==> src/rtl/main_ctrl.sv <==
// Multicycle MIPS main-control Moore FSM: sequences fetch, decode and the
// per-class execute/memory/writeback steps, driving datapath enables and selects.
module main_ctrl (
  input  logic       clk,
  input  logic       rst,
  input  logic [5:0] op,
  input  logic       mem_ready,
  output logic       pcwrite,
  output logic       branch,
  output logic       iord,
  output logic       memread,
  output logic       memwrite,
  output logic       irwrite,
  output logic       memtoreg,
  output logic       regdst,
  output logic       regwrite,
  output logic       alusrca,
  output logic [1:0] alusrcb,
  output logic [1:0] pcsrc,
  output logic [2:0] aluop,
  output logic [3:0] state
);

  typedef enum logic [3:0] {
    S_FETCH   = 4'd0,
    S_DECODE  = 4'd1,
    S_MEMADR  = 4'd2,
    S_MEMRD   = 4'd3,
    S_MEMWB   = 4'd4,
    S_MEMWR   = 4'd5,
    S_EXECUTE = 4'd6,
    S_ALUWB   = 4'd7,
    S_BRANCH  = 4'd8,
    S_IMMEXEC = 4'd9,
    S_IMMWB   = 4'd10,
    S_JUMP    = 4'd11
  } state_t;

  localparam logic [5:0] OP_RTYPE = 6'b000000;
  localparam logic [5:0] OP_LW    = 6'b100011;
  localparam logic [5:0] OP_SW    = 6'b101011;
  localparam logic [5:0] OP_BEQ   = 6'b000100;
  localparam logic [5:0] OP_ADDI  = 6'b001000;
  localparam logic [5:0] OP_ORI   = 6'b001101;
  localparam logic [5:0] OP_ANDI  = 6'b001100;
  localparam logic [5:0] OP_J     = 6'b000010;

  state_t state_q, state_d;

  always_ff @(posedge clk) begin
    if (rst) state_q <= S_FETCH;
    else     state_q <= state_d;
  end

  always_comb begin
    state_d = S_FETCH;
    case (state_q)
      S_FETCH:   state_d = mem_ready ? S_DECODE : S_FETCH;
      S_DECODE: begin
        case (op)
          OP_LW, OP_SW:             state_d = S_MEMADR;
          OP_RTYPE:                 state_d = S_EXECUTE;
          OP_BEQ:                   state_d = S_BRANCH;
          OP_ADDI, OP_ORI, OP_ANDI: state_d = S_IMMEXEC;
          OP_J:                     state_d = S_JUMP;
          default:                  state_d = S_FETCH;
        endcase
      end
      S_MEMADR: begin
        if (op == OP_LW)      state_d = S_MEMRD;
        else if (op == OP_SW) state_d = S_MEMWR;
        else                  state_d = S_FETCH;
      end
      S_MEMRD:   state_d = mem_ready ? S_MEMWB : S_MEMRD;
      S_MEMWB:   state_d = S_FETCH;
      S_MEMWR:   state_d = mem_ready ? S_FETCH : S_MEMWR;
      S_EXECUTE: state_d = S_ALUWB;
      S_ALUWB:   state_d = S_FETCH;
      S_BRANCH:  state_d = S_FETCH;
      S_IMMEXEC: state_d = S_IMMWB;
      S_IMMWB:   state_d = S_FETCH;
      S_JUMP:    state_d = S_FETCH;
      default:   state_d = S_FETCH;
    endcase
  end

  // Reset overrides everything combinationally so the datapath sees no enables mid-reset.
  always_comb begin
    pcwrite  = 1'b0;
    branch   = 1'b0;
    iord     = 1'b0;
    memread  = 1'b0;
    memwrite = 1'b0;
    irwrite  = 1'b0;
    memtoreg = 1'b0;
    regdst   = 1'b0;
    regwrite = 1'b0;
    alusrca  = 1'b0;
    alusrcb  = 2'b00;
    pcsrc    = 2'b00;
    aluop    = 3'b000;
    state    = rst ? 4'd0 : state_q;
    if (!rst) begin
      case (state_q)
        S_FETCH: begin
          memread = 1'b1;
          alusrcb = 2'b01;
          irwrite = mem_ready;
          pcwrite = mem_ready;
        end
        S_DECODE:  alusrcb = 2'b11;
        S_MEMADR: begin
          alusrca = 1'b1;
          alusrcb = 2'b10;
        end
        S_MEMRD: begin
          memread = 1'b1;
          iord    = 1'b1;
        end
        S_MEMWB: begin
          memtoreg = 1'b1;
          regwrite = 1'b1;
        end
        S_MEMWR: begin
          memwrite = 1'b1;
          iord     = 1'b1;
        end
        S_EXECUTE: begin
          alusrca = 1'b1;
          aluop   = 3'b010;
        end
        S_ALUWB: begin
          regdst   = 1'b1;
          regwrite = 1'b1;
        end
        S_BRANCH: begin
          alusrca = 1'b1;
          aluop   = 3'b001;
          pcsrc   = 2'b01;
          branch  = 1'b1;
        end
        S_IMMEXEC: begin
          alusrca = 1'b1;
          alusrcb = 2'b10;
          if (op == OP_ORI)       aluop = 3'b011;
          else if (op == OP_ANDI) aluop = 3'b100;
          else                    aluop = 3'b000;
        end
        S_IMMWB:   regwrite = 1'b1;
        S_JUMP: begin
          pcsrc   = 2'b10;
          pcwrite = 1'b1;
        end
        default: ;
      endcase
    end
  end

endmodule

==> config.mk <==
export PLATFORM = sky130hd
export DESIGN_NAME = main_ctrl
export DESIGN_NICKNAME = d
export VERILOG_FILES = /design/src/rtl/main_ctrl.sv
export SDC_FILE = /design/constraint.sdc
export NUM_CORES = 1
export LEC_CHECK = 0
export BUFFER_PORTS_ARGS = -buffer_cell sky130_fd_sc_hd__buf_2
export CORE_MARGIN = 1.5
export CORE_UTILIZATION = 25
export DETAILED_ROUTE_END_ITERATION = 16
export SYNTH_ARGS = -nofsm -noshare
export SYNTH_HDL_FRONTEND = slang
export SYNTH_SLANG_ARGS = --single-unit
==> constraint.sdc <==
create_clock -name clk -period 1.6 [get_ports clk]
set_clock_uncertainty 0.05 [all_clocks]
set_input_delay 0.16 -clock clk [delete_from_list [all_inputs] [get_ports clk]]
set_output_delay 0.16 -clock clk [all_outputs]
set_load 0.02 [all_outputs]
==> results_dict.tcl <==
set metrics [dict create \
    peakVddDrop_mv 0.174 \
    hold_class "in2reg" \
    drive_gt1_share_pct 64.5 \
    drcViolationCount 0 \
    drtAntennaViolNets 0 \
    cts_root_buffer "clkbuf_4" \
    hold_violations 0 \
    relSlewSlack_pct 69.8 \
    drt_iter0_drc 18 \
    total_power_uw 381 \
    fmax_mhz 555 \
    pin_count 30 \
    die_area_mm2 0.00277 \
    syn2layout_area_growth_pct 94.5 \
    clk_pin_slew_ns 0.04 \
    cp-start-kind "register" \
    grt_max_degree 13 \
    antenna_found_initial 0 \
    cts_tree "yes" \
    ys_async_sr_fraction_pct 0 \
    synthesis.area_um2 616 \
    top_regs "state_q: 4 flops" \
    cts_max_level 1 \
    track_usage_pct 15.4 \
    grt_setup_unrepaired "yes" \
    synth_edf_count 0 \
    crit_path_max_fanout 2 \
    start_util_pct 27.0 \
    post-place-ws_ns -0.0886 \
    largest_reg_flops 4 \
    clk_latency_ns 0.23 \
    clock_sink_count 4 \
    violations "setup timing" \
    path_class "reg2out" \
    drt-total-wl_mm 2.36 \
    stdcell_area_mm2 0.00120 \
    run_status "finished, violations left" \
    yosysSeqAreaShare_pct 13.0 \
    drv_cap 0 \
    n_antenna_cell 0 \
    drt_first_pass_iters 4 \
    reg2reg_from "state_q[3]" \
    final_nets 152 \
    grt_pass1_vias 740 \
    hold_slack_ns 0.230 \
    setup_viol 9 \
    io_buffers 29 \
    viasPerCell 5.15 \
    ys_seq_elements 4 \
    seq_area_um2 85.1 \
    grt_pass1_wl_mm 3.30 \
    cts_buffers 3 \
    finalMaxSlewViolations 0 \
    tightest_slew_ns 0.452 \
    overflow 0 \
    crit_path_end_kind "output port" \
    die_h_um 52.6 \
    vias 870 \
    leakagePower_nw 0.489 \
    final_util_pct 52.6 \
    fin_crit_ns 1.80 \
    synthCells 91 \
    synth_ff_type "dfxtp_1" \
    core-area_mm2 0.00228 \
    worst_slack_ns -0.203 \
    yosys_warnings 0 \
    die_w_um 52.6 \
    cp-startpoint "state_q[3]" \
    dp_hpwl_mm 1.58 \
    fin_crit_sh_pct 113 \
    syn_area_per_cell_um2 6.76 \
    cellPowerDensity_mw_per_mm2 318 \
    place_area_um2 867 \
    min_from "op[3]" \
    regMostFlops "state_q" \
    n_fill_cell 230 \
    cts_buffer_depth 2 \
    synth.distinct_cells 42 \
    cts_hold_buf 0 \
    required_ns 1.39 \
    synthesis.nets 100 \
    row_count 17 \
    arrival_ns 1.59 \
    multi_input_area_um2 637 \
    wl_per_cell_um 14.0 \
    place.gp.congestion 0.884 \
]
-- per-layer routing --
metal	global-route usage (%)	up-vias	wire (um)
met5	0	-	0
met4	4.27	0	26
met3	0.571	2	99
met2	26.0	28	1250
met1	21.0	404	988
li1	-	436	-
-- metrics by stage --
step,instances,TNS (ns)
after floorplan,91,-0.308
after global placement,152,-0.0288
after detailed placement,152,-0.0886
after CTS,161,-0.548
after global routing,169,-1.84
final,169,-1.07
-- layout make-up --
cell class	count	area share (%)
clock buffers	3	1.88
repair buffers	54	33.6
well taps	28	2.93
flip-flops and latches	4	7.11
multi-input cells	77	53.2
inverters	3	1.25
-- cells in the mapped netlist, types with 2 or more instances --
library cell	number	area share (%)
a31oi_1	3	3.0
nand2b_1	3	3.0
nor4_1	3	3.0
nor2b_1	5	5.1
a21oi_1	8	6.5
or3_1	2	2.0
nand2_1	7	4.3
inv_1	3	1.8
dfxtp_1	4	13
nor3_1	5	4.1
nor2_1	11	6.7
nand3_1	2	1.6
clkbuf_1	3	1.8
nor3b_1	3	3.7
a311oi_1	2	2.8
-- path summary, 6_finish.rpt --
path | end | slack [ns] | depth (start not counted)
setup / recovery | aluop[0] | -0.20 | 5
hold / removal | state_q[2] | 0.23 | 3
setup reg to reg | state_q[0] | -0.16 | 5
hold reg to reg | state_q[3] | 0.75 | 4
-- cell families (layout without fill, tap and decap cells) --
group	Yosys count	after routing	synth area share, %
compound gates	20	20	22.4
xor+xnor	1	1	1.42
buf+inv	10	60	8.33
flops	4	4	13.0
mux	1	1	1.63
simple gates	55	55	53.3
-- worst max-delay path, stage by stage (launching register included) --
cell	delay, ns
dfxtp_2	0.32
or2b_4	0.27
nor2_4	0.10
nand4_1	0.16
a2111oi_4	0.32
buf_4	0.19
-- power breakdown --
group	internal, mW	total, mW	leakage [nW]	switching (mW)
combinational	0.0672	0.153	0.441	0.0862
clock	0.0837	0.122	0.0138	0.0384
sequential	0.103	0.106	0.0343	0.00271
total	0.254	0.381	0.489	0.127
-- repair_timing --
action | in CTS | in global routing
setup buffers | 6 | 11
pin swaps | 7 | 12
endpoints found under the setup margin | 13 | 18
gates resized for setup | 25 | 34
-- layout by cell type (no fill, tap or decap), types with 3 or more instances in the layout --
master    netlist  routed
buf_6           1      12
nor2_1         11       8
dfxtp_2         0       4
nor2b_1         5       3
nor2_4          1       3
a31oi_1         3       3
buf_4           1      23
buf_2           1      19
a21oi_1         8       5
clkbuf_4        0       3
nand2_1         7       6
(Power assumes the default switching activity.)
